**src/rtl/snd_cmd_sender.sv**
```systemverilog
// Sound command sender: queues main-CPU command bytes in a small FIFO and
// replays each one to the sound board as a setup / strobe / gap sequence.
module snd_cmd_sender #(
  parameter int DEPTH     = 4,
  parameter int SETUP_CYC = 4,
  parameter int HOLD_CYC  = 8,
  parameter int GAP_CYC   = 4096
) (
  input  logic       clk8M,
  input  logic       reset,
  input  logic       cpu_cs_snd,
  input  logic       cpu_wr,
  input  logic [7:0] cpu_do,
  input  logic       flush,
  output logic [7:0] sndno,
  output logic       sndstart,
  output logic [4:0] fifo_cnt,
  output logic       overflow,
  output logic       busy
);

  localparam int AW = (DEPTH > 1) ? $clog2(DEPTH) : 1;
  localparam logic [15:0] SETUP_LD = 16'(SETUP_CYC - 1);
  localparam logic [15:0] HOLD_LD  = 16'(HOLD_CYC - 1);
  localparam logic [15:0] GAP_LD   = 16'(GAP_CYC - 1);

  typedef enum logic [1:0] {IDLE, SETUP, ASSERT, GAP} state_t;

  state_t          state_q, state_d;
  logic [15:0]     cnt_q, cnt_d;
  logic [7:0]      sndno_q, sndno_d;
  logic            sndstart_q, sndstart_d;
  logic [AW-1:0]   rd_ptr_q, rd_ptr_d;
  logic [AW-1:0]   wr_ptr_q, wr_ptr_d;
  logic [4:0]      count_q, count_d;
  logic            ovf_q, ovf_d;
  logic            wr_lvl_q, wr_lvl_d;
  logic [7:0]      mem_q [DEPTH];
  logic [7:0]      mem_d [DEPTH];

  logic wr_event, full, pop, push;

  always_comb begin
    wr_lvl_d = cpu_cs_snd & cpu_wr;
    wr_event = wr_lvl_d & ~wr_lvl_q;
    full     = (count_q == 5'(DEPTH));
    // Pop only from the registered count, so a fresh byte waits one edge.
    pop      = (state_q == IDLE) && (count_q != 5'd0) && !flush;
    push     = wr_event && !flush && (!full || pop);

    state_d    = state_q;
    cnt_d      = cnt_q;
    sndno_d    = sndno_q;
    sndstart_d = sndstart_q;
    rd_ptr_d   = rd_ptr_q;
    wr_ptr_d   = wr_ptr_q;
    count_d    = count_q;
    ovf_d      = ovf_q;
    mem_d      = mem_q;

    case (state_q)
      IDLE: begin
        if (pop) begin
          sndno_d  = mem_q[rd_ptr_q];
          rd_ptr_d = rd_ptr_q + 1'b1;
          cnt_d    = SETUP_LD;
          state_d  = SETUP;
        end
      end
      SETUP: begin
        if (cnt_q == 16'd0) begin
          sndstart_d = 1'b1;
          cnt_d      = HOLD_LD;
          state_d    = ASSERT;
        end else begin
          cnt_d = cnt_q - 16'd1;
        end
      end
      ASSERT: begin
        if (cnt_q == 16'd0) begin
          sndstart_d = 1'b0;
          cnt_d      = GAP_LD;
          state_d    = GAP;
        end else begin
          cnt_d = cnt_q - 16'd1;
        end
      end
      GAP: begin
        if (cnt_q == 16'd0) begin
          state_d = IDLE;
        end else begin
          cnt_d = cnt_q - 16'd1;
        end
      end
      default: state_d = IDLE;
    endcase

    if (push) begin
      mem_d[wr_ptr_q] = cpu_do;
      wr_ptr_d        = wr_ptr_q + 1'b1;
    end

    case ({push, pop})
      2'b10:   count_d = count_q + 5'd1;
      2'b01:   count_d = count_q - 5'd1;
      default: count_d = count_q;
    endcase

    // Flush wins over everything queue-related; the in-flight pulse is untouched.
    if (flush) begin
      count_d  = 5'd0;
      rd_ptr_d = '0;
      wr_ptr_d = '0;
      ovf_d    = 1'b0;
    end else if (wr_event && full && !pop) begin
      ovf_d = 1'b1;
    end
  end

  always_ff @(posedge clk8M or posedge reset) begin
    if (reset) begin
      state_q    <= IDLE;
      cnt_q      <= 16'd0;
      sndno_q    <= 8'h00;
      sndstart_q <= 1'b0;
      rd_ptr_q   <= '0;
      wr_ptr_q   <= '0;
      count_q    <= 5'd0;
      ovf_q      <= 1'b0;
      // Pretend the strobe was already high so a level held through reset is ignored.
      wr_lvl_q   <= 1'b1;
      for (int i = 0; i < DEPTH; i++) mem_q[i] <= 8'h00;
    end else begin
      state_q    <= state_d;
      cnt_q      <= cnt_d;
      sndno_q    <= sndno_d;
      sndstart_q <= sndstart_d;
      rd_ptr_q   <= rd_ptr_d;
      wr_ptr_q   <= wr_ptr_d;
      count_q    <= count_d;
      ovf_q      <= ovf_d;
      wr_lvl_q   <= wr_lvl_d;
      mem_q      <= mem_d;
    end
  end

  assign sndno    = sndno_q;
  assign sndstart = sndstart_q;
  assign fifo_cnt = count_q;
  assign overflow = ovf_q;
  assign busy     = (count_q != 5'd0) || (state_q != IDLE);

endmodule
```
**config.mk**
```make
export PLATFORM = sky130hd
export DESIGN_NAME = snd_cmd_sender
export DESIGN_NICKNAME = d
export VERILOG_FILES = /design/src/rtl/snd_cmd_sender.sv
export SDC_FILE = /design/constraint.sdc
export NUM_CORES = 1
export LEC_CHECK = 0
export ABC_AREA = 0
export CAP_MARGIN = 0
export CORE_MARGIN = 4
export CORE_UTILIZATION = 60
export DETAILED_ROUTE_END_ITERATION = 10
export PLACE_DENSITY = 0.82
export SETUP_SLACK_MARGIN = 0.15
export SKIP_LAST_GASP = 1
export SYNTH_ARGS = -nofsm -noshare
export SYNTH_HDL_FRONTEND = slang
export SYNTH_SLANG_ARGS = --single-unit
```
**constraint.sdc**
```tcl
create_clock -name clk8M -period 5.2 [get_ports clk8M]
set_clock_uncertainty 0.15 [all_clocks]
set_input_delay 0.52 -clock clk8M [delete_from_list [all_inputs] [get_ports clk8M]]
set_output_delay 0.52 -clock clk8M [all_outputs]
set_load 0.02 [all_outputs]
```
Yosys cells after proc, flatten, opt, wreduce, memory -nomap -nowiden
Index checks and enable logic that the tools add are counted.

cells by class
  add/sub/neg operators = 5
  magnitude comparators = 3
  equal/unequal tests = 11
  muxes and demuxes = 28
  bitwise gates (word level) = 5
  reduce and logical (&&, ||, !) cells = 27

operators by type and width
  kind                                                       number
  2-to-1 mux 16 bit                                          4
  case mux 16 bit (4 select lines)                           1
  bitwise mux 32 bit                                         1
  2-to-1 mux 8 bit                                           3
  2-to-1 mux 2 bit                                           9
  binary-select mux 8 bit (select 2 bit)                     1
  demux 8 bit (select 2 bit)                                 1
  zero test 16 bit                                           1
  subtractor 16 x 1 -> 16 bit (second input constant)        1
  nonzero test 2 bit                                         6
  inequality test 2 bit (second input constant)              5
  case mux 5 bit (2 select lines)                            1
  case mux 2 bit (4 select lines)                            1
  logical AND 1 bit                                          7
  equality test 2 bit (second input constant)                3
  greater-or-equal comparator 3 bit (second input constant)  2
  inverter 2 -> 3 bit                                        2
  AND reduction 2 bit                                        3
  adder 5 x 1 -> 5 bit (second input constant)               1
  equality test 5 x 3 -> 1 bit (second input constant)       1
  2-to-1 mux 5 bit                                           1
  nonzero test 5 bit                                         1
  subtractor 5 x 1 -> 5 bit (second input constant)          1
  adder 2 x 1 -> 2 bit (second input constant)               2
  12 further kinds                                           20

storage, ports and cells
  register bits after elaboration = 70
  output and inout port bits = 16
  word-level logic and storage cells = 92

Longest topological paths before layout
Gate-level depths: netlist of run 1.

  depth after elaboration = 8
  gate-level depth with buffers = 12

Worst setup path before layout of run 1
Ideal clock, no wire load.

  path type = flip-flop to flip-flop
  start point = register count_q[1], in the netlist fifo_cnt[1]
  end point = register count_q[4], in the netlist fifo_cnt[4]
  library setup time = 125 ps
  arrival time = 3,013 ps
  data required time = 4,925 ps
  path slack = 1,913 ps
  cell stages (with the launch flop) = 11
  buffers on the path = 1
  path through = dfrtp_1 -> clkbuf_1 -> or4_1 -> nor2_1 -> nor2_1 -> xor2_1 -> ha_1 -> o31a_1 -> or4_1 -> a21oi_1 -> mux2_2

between the ends
  word-level cells in the longest chain between the ends = 8
  elaborated cells between the ends (all ways) = 14

RTL lines
  what                                                                        RTL line  RTL
  start, declared                                                             35        logic [4:0] count_q, count_d;
  start signal, assigned                                                      140       count_q <= count_d;
  nonzero test 5 bit                                                          48        pop = (state_q == IDLE) && (count_q != 5'd0) && !flush;
  logical AND 1 bit (2 in series)                                             48
  logical OR 1 bit                                                            49        push = wr_event && !flush && (!full || pop);
  logical AND 1 bit                                                           49
  equality test 2 x 1 -> 1 bit / equality test 2 bit (equally long branches)  103       case ({push, pop})
  case mux 5 bit (2 select lines)                                             103
  2-to-1 mux 5 bit                                                            110       if (flush) begin

Several ways; a longest one is shown, not always the timed one.
A chain may end at the register's enable or synchronous reset.

Worst setup path in the final report of run 1
Same ends and word-level chain as after synthesis.

==> flow_metrics.py, run 1 <==
metrics = {
    "global_route": {
        "grt_max_degree": 37,
        "grt_pass1_wl_um": 12000,
        "overflow": 0,
        "antenna_found_initial": 0,
        "grt_pass1_vias": 2533,
        "grt_usage": 0.208,
    },
    "floorplan": {
        "die_h_um": 86.1,
        "initial_core_util": 0.618,
        "dieArea_um2": 7410,
        "dieWidth_um": 86.1,
        "core_area_um2": 5920,
        "rows": 28,
        "io_pins": 29,
    },
    "synthesis": {
        "ys_types": 52,
        "synth_top_cell_area_share": 0.472,
        "synth_largest_area_cell": "dfrtp_1",
        "netlist_area_um2": 3660,
        "synth_edf_count": 0,
        "ys_top_cells_by_area": "dfrtp_1 (47%), mux2_2 (13%), mux4_2 (4.9%)",
        "yosys_warnings": 0,
        "synth.avg_cell_area_um2": 11.6,
        "syn_inst": 316,
        "async_flop_share": 1.00,
        "ys_seq_area_frac": 0.479,
        "ys.flop_type": "dfrtp_1",
        "synth-seq-cells": 70,
        "synth_nets": 341,
    },
    "setup_path": {
        "critPathLaunchType": "register",
        "r2r-end": "fifo_cnt[4]",
        "cp_data_arrival_time_ps": 3420,
        "reg2reg_setup_slack_ps": 1860,
        "cp.required_ps": 5280,
        "r2r_cells": 9,
        "crit_type": "register to register",
        "end_kind": "register",
        "crit_path_max_fanout": 9,
        "critical-path-max-stage-delay_ps": 580,
        "crit_chain": "or4_1 > nor2_1 > nor2_1 > xor2_1 > ha_1 > o31a_1 > or4_1 > a21oi_1 > mux2_2",
        "cp_slowest_cell": "or4_1",
        "rr_startpoint": "fifo_cnt[1]",
    },
    "clock_network": {
        "cts_tree": "done",
        "clk_pin_slew_worst_paths_ps": 80,
        "ctsHoldBuffers": 0,
        "clock_path_buffers": 2,
        "numCtsBuffers": 9,
        "clkSinkCount": 70,
        "cts_resized": 0,
        "cts_setup_buffers": 0,
        "clk_latency_ps": 340,
        "clockRootBuffer": "clkbuf_8",
        "cts.htree.levels": 3,
    },
    "route": {
        "routed-via-count": 2478,
        "routedWlPerCell_um": 17.1,
        "viasPerCell": 5.93,
        "drtPass1Iterations": 4,
        "wirelength_um": 7140,
        "ant_nets": 0,
        "drc_errors": 0,
        "drtIter0Drc": 137,
    },
    "sta": {
        "max_freq_mhz": 300,
        "slew_headroom": 0.281,
        "rsz0062_at_grt": "no",
        "finalSetupTns_ps": 0,
        "period_minus_slack_ps": 3340,
        "hold_ws_ps": 355,
        "worstMarginPinSlew_ps": 1080,
        "timing.final.crit_share": 0.642,
        "final-max-slew-violation-count": 0,
        "hold_viol": 0,
        "finalSetupViolations": 0,
    },
    "hold_path": {
        "hold_depth": 1,
        "hp-class": "register to register",
        "worstHoldEndpoint": "mem_q[18]",
        "hold_start": "mem_q[18]",
    },
    "power": {
        "power_mw": 2.43,
        "powerDensity_nw_per_um2": 582,
        "p_leak_nw": 1.89,
        "ir_drop_uv": 312,
    },
    "placed_design": {
        "place_inst": 402,
        "port_buffers": 28,
        "gp_congestion": 0.850,
        "place_hpwl_um": 4730,
    },
    "finish": {
        "syn_to_final_growth_pct": 14.2,
        "layout_common_cells": "dfrtp_1 (69), mux2_2 (43), clkdlybuf4s50_1 (28)",
        "final_core_util": 0.705,
        "antenna_cells": 0,
        "drive_above_1_share": 0.236,
        "final_common_cell": "dfrtp_1",
        "finalNonFillerCells": 418,
        "nNetsFinal": 363,
    },
    "run_status": {
        "status": "completed",
    },
    "run": {
        "drv_cap": 0,
    },
}
## routing by layer
| layer | routed length (µm) | global-route usage |
|---|---|---|
| met1 | 3310 | 0.285 |
| met2 | 3510 | 0.333 |
| met3 | 220 | 0.0317 |
| met4 | 96 | 0.0849 |
| met5 | 0 | 0 |
## cell families after synthesis
group / synth area share
mux: 0.187
xor+xnor: 0.0168
compound gates: 0.102
buf+inv: 0.0390
simple gates: 0.135
fa+ha+maj: 0.0411
flops: 0.479
## worst max-delay path: cells and delay by family, from the launching register on
| family | cells | cell delay (ps) |
|---|---|---|
| fa+ha+maj | 1 | 220 |
| compound gates | 2 | 400 |
| xor+xnor | 1 | 160 |
| mux | 1 | 340 |
| simple gates | 4 | 1480 |
| flops | 1 | 470 |
## through the flow
| stage | cell area (µm²) | setup slack, ps |
|---|---|---|
| after floorplan | 3660 | 1910 |
| after global placement | 3950 | 1770 |
| after detailed placement | 3950 | 1680 |
| after CTS | 4180 | 1880 |
| after global routing | 4180 | 1570 |
| final | 4180 | 1860 |
## Yosys cell counts, types with 5 or more instances
cell	count
a211o_1	7
a21oi_1	15
and2_1	5
clkbuf_1	14
dfrtp_1	69
ha_1	12
inv_1	13
mux2_2	43
mux4_2	8
nand2_1	12
nor2_1	23
nor3_1	10
nor3b_1	5
nor4_1	6
o21ai_0	9
or4_1	5
xor2_1	6
## registers in the layout (all words and copies together), names as in the netlist
name,count
overflow,1
mem_q,32
sndno,8
fifo_cnt,5
sndstart,1
state_q,2
wr_lvl_q,1
wr_ptr_q,2
rd_ptr_q,2
cnt_q,16
## area by class of cell
cell class                      count  area (µm²)
Tap cell                           75        93.8
Inverter                           13        48.8
Sequential cell                    70        1750
Fill cell                         418        1750
Clock inverter                      6        92.6
Multi-Input combinational cell    215        1760
Clock buffer                       10         138
Timing Repair Buffer               29         288
## worst max path at each step
stage	start	to	slack (ps)	cells past startpoint
after floorplan	fifo_cnt[1]	fifo_cnt[4]	1910	10
after global placement	flush	fifo_cnt[4]	1770	10
after detailed placement	flush	fifo_cnt[4]	1680	10
after CTS	state_q[0]	fifo_cnt[4]	1880	11
after global routing	state_q[0]	fifo_cnt[4]	1570	11
final	fifo_cnt[1]	fifo_cnt[4]	1860	9
## report_power, final
group	switching (mW)	internal [mW]	leakage, nW
combinational	0.591	0.509	0.862
clock	0.216	0.286	0.110
sequential	0.134	0.693	0.917
total	0.941	1.49	1.89
Note: power is estimated with default switching activity, not from simulation.
==> run 2, diff against run 1 <==
Settings changed: CORE_UTILIZATION 60 to 52, PLACE_DENSITY 0.82 to 0.75.
Clock period 5.2 ns to 3.05 ns, I/O delays scaled along.
==> run 2 against run 1 <==
Power rose by 70%. Global-route usage fell by 2.2 points. Sequential cell count did not move. Die area rose by 14%. Via count rose by 2.8%. Combinational power rose by 88%. Utilization fell by 7.4 points.
==> flow_metrics.py, run 2 (synthesized netlist as in run 1, its figures left out) <==
metrics = {
    "global_route": {
        "grt_usage": 0.186,
        "grt_pass1_wl_um": 12600,
        "overflow": 0,
        "grt_pass1_vias": 2708,
        "antenna_found_initial": 0,
        "grt_max_degree": 45,
    },
    "route": {
        "ant_nets": 0,
        "routedWlPerCell_um": 15.6,
        "drtIter0Drc": 157,
        "drtPass1Iterations": 4,
        "routed-via-count": 2548,
        "viasPerCell": 5.61,
        "wirelength_um": 7100,
        "drc_errors": 0,
    },
    "setup_path": {
        "cp_data_arrival_time_ps": 2960,
        "cp_slowest_cell": "or4_4",
        "critPathBufInv": 0,
        "crit_type": "register to register",
        "end_kind": "register",
        "setup.worst_path.start": "fifo_cnt[4]",
        "cp.required_ps": 3130,
        "crit_path_max_fanout": 4,
        "critical_path.top_delay_family": "simple AND/OR/NAND/NOR gates",
        "critical-path-max-stage-delay_ps": 560,
        "r2r_cells": 9,
        "crit_top_cell": "or4_4",
        "cp_num_cells": 9,
        "critPathLaunchType": "register",
        "crit_chain": "or4_4 > nor2_4 > nor2_2 > xor2_1 > ha_2 > o31a_1 > or4_4 > a21oi_2 > mux2_2",
        "rr_startpoint": "fifo_cnt[4]",
    },
    "placed_design": {
        "gp_congestion": 0.805,
        "place_inst": 435,
        "place_hpwl_um": 4830,
        "port_buffers": 28,
    },
    "sta": {
        "slew_headroom": 0.487,
        "finalSetupViolations": 0,
        "max_freq_mhz": 346,
        "finalSetupTns_ps": 0,
        "timing.final.crit_share": 0.946,
        "hold_viol": 0,
        "rsz0062_at_grt": "yes",
        "worstMarginPinSlew_ps": 763,
        "period_minus_slack_ps": 2890,
        "final-max-slew-violation-count": 0,
    },
    "floorplan": {
        "initial_core_util": 0.535,
        "dieArea_um2": 8440,
        "die_h_um": 91.9,
        "rows": 30,
        "io_pins": 29,
        "core_area_um2": 6830,
        "dieWidth_um": 91.9,
    },
    "finish": {
        "layout_common_cells": "dfrtp_1 (68), mux2_2 (43), clkdlybuf4s50_1 (28)",
        "drive_above_1_share": 0.296,
        "fillers": 537,
        "finalNonFillerCells": 454,
        "antenna_cells": 0,
        "syn_to_final_growth_pct": 17.9,
        "largest_reg_flops": 32,
        "multi_input_area_um2": 1800,
        "largest-register": "mem_q",
        "final_core_util": 0.631,
        "final-seq-area_um2": 1750,
        "nNetsFinal": 378,
        "final_common_cell": "dfrtp_1",
    },
    "hold_path": {
        "hp-class": "input pin to async pin",
    },
    "power": {
        "ir_drop_uv": 501,
        "p_leak_nw": 1.95,
        "powerDensity_nw_per_um2": 958,
        "power_mw": 4.13,
    },
    "clock_network": {
        "cts.htree.levels": 3,
        "clk_pin_slew_worst_paths_ps": 80,
        "clockRootBuffer": "clkbuf_8",
        "cts_tree": "done",
        "ctsHoldBuffers": 0,
        "clkSinkCount": 70,
        "clock_path_buffers": 2,
        "numCtsBuffers": 9,
        "clk_latency_ps": 340,
    },
    "run": {
        "drv_cap": 0,
    },
    "run_status": {
        "status": "completed",
    },
}
## run 2: area by class of cell
cell class	instances	area share
inverters	13	0.0113
multi-input cells	215	0.418
well taps	96	0.0279
repair buffers	44	0.0958
clock inverters	5	0.00784
clock buffers	11	0.0328
flip-flops and latches	70	0.407
## run 2: metal layers
metal  part of all wire  global-route usage
met2               0.48               0.310
met1               0.47               0.239
met5                  0                   0
met3              0.025              0.0336
met4              0.022              0.0743
## run 2: final timing paths
kind                               end  slack, ps
hold reg to reg              cnt_q[15]        350
hold / removal               cnt_q[10]        200
setup reg to reg           fifo_cnt[4]        160
min in group clk8M           cnt_q[15]        350
max in group asynchronous     wr_lvl_q       1850
setup / recovery           fifo_cnt[4]        160
## run 2: report_power, final
| part | switching [mW] | leakage, nW | total, mW | internal, mW |
|---|---|---|---|---|
| Clock | 0.359 | 0.0857 | 0.676 | 0.318 |
| Sequential | 0.198 | 0.915 | 1.38 | 1.18 |
| Combinational | 1.08 | 0.946 | 2.07 | 0.990 |
## run 2: repair_timing
item	in CTS	in global routing
resized for setup	1	5
gates cloned	0	0
pin swaps	2	2
setup endpoints to repair	1	9
setup buffers	2	1
## run 2: stage by stage
stage	setup slack [ps]	cell area [µm²]	hold slack (ps)
after floorplan	46.8	3680	290
after global placement	163	4090	323
after detailed placement	122	4090	331
after CTS	158	4290	218
after global routing	93.9	4310	255
final	164	4310	204
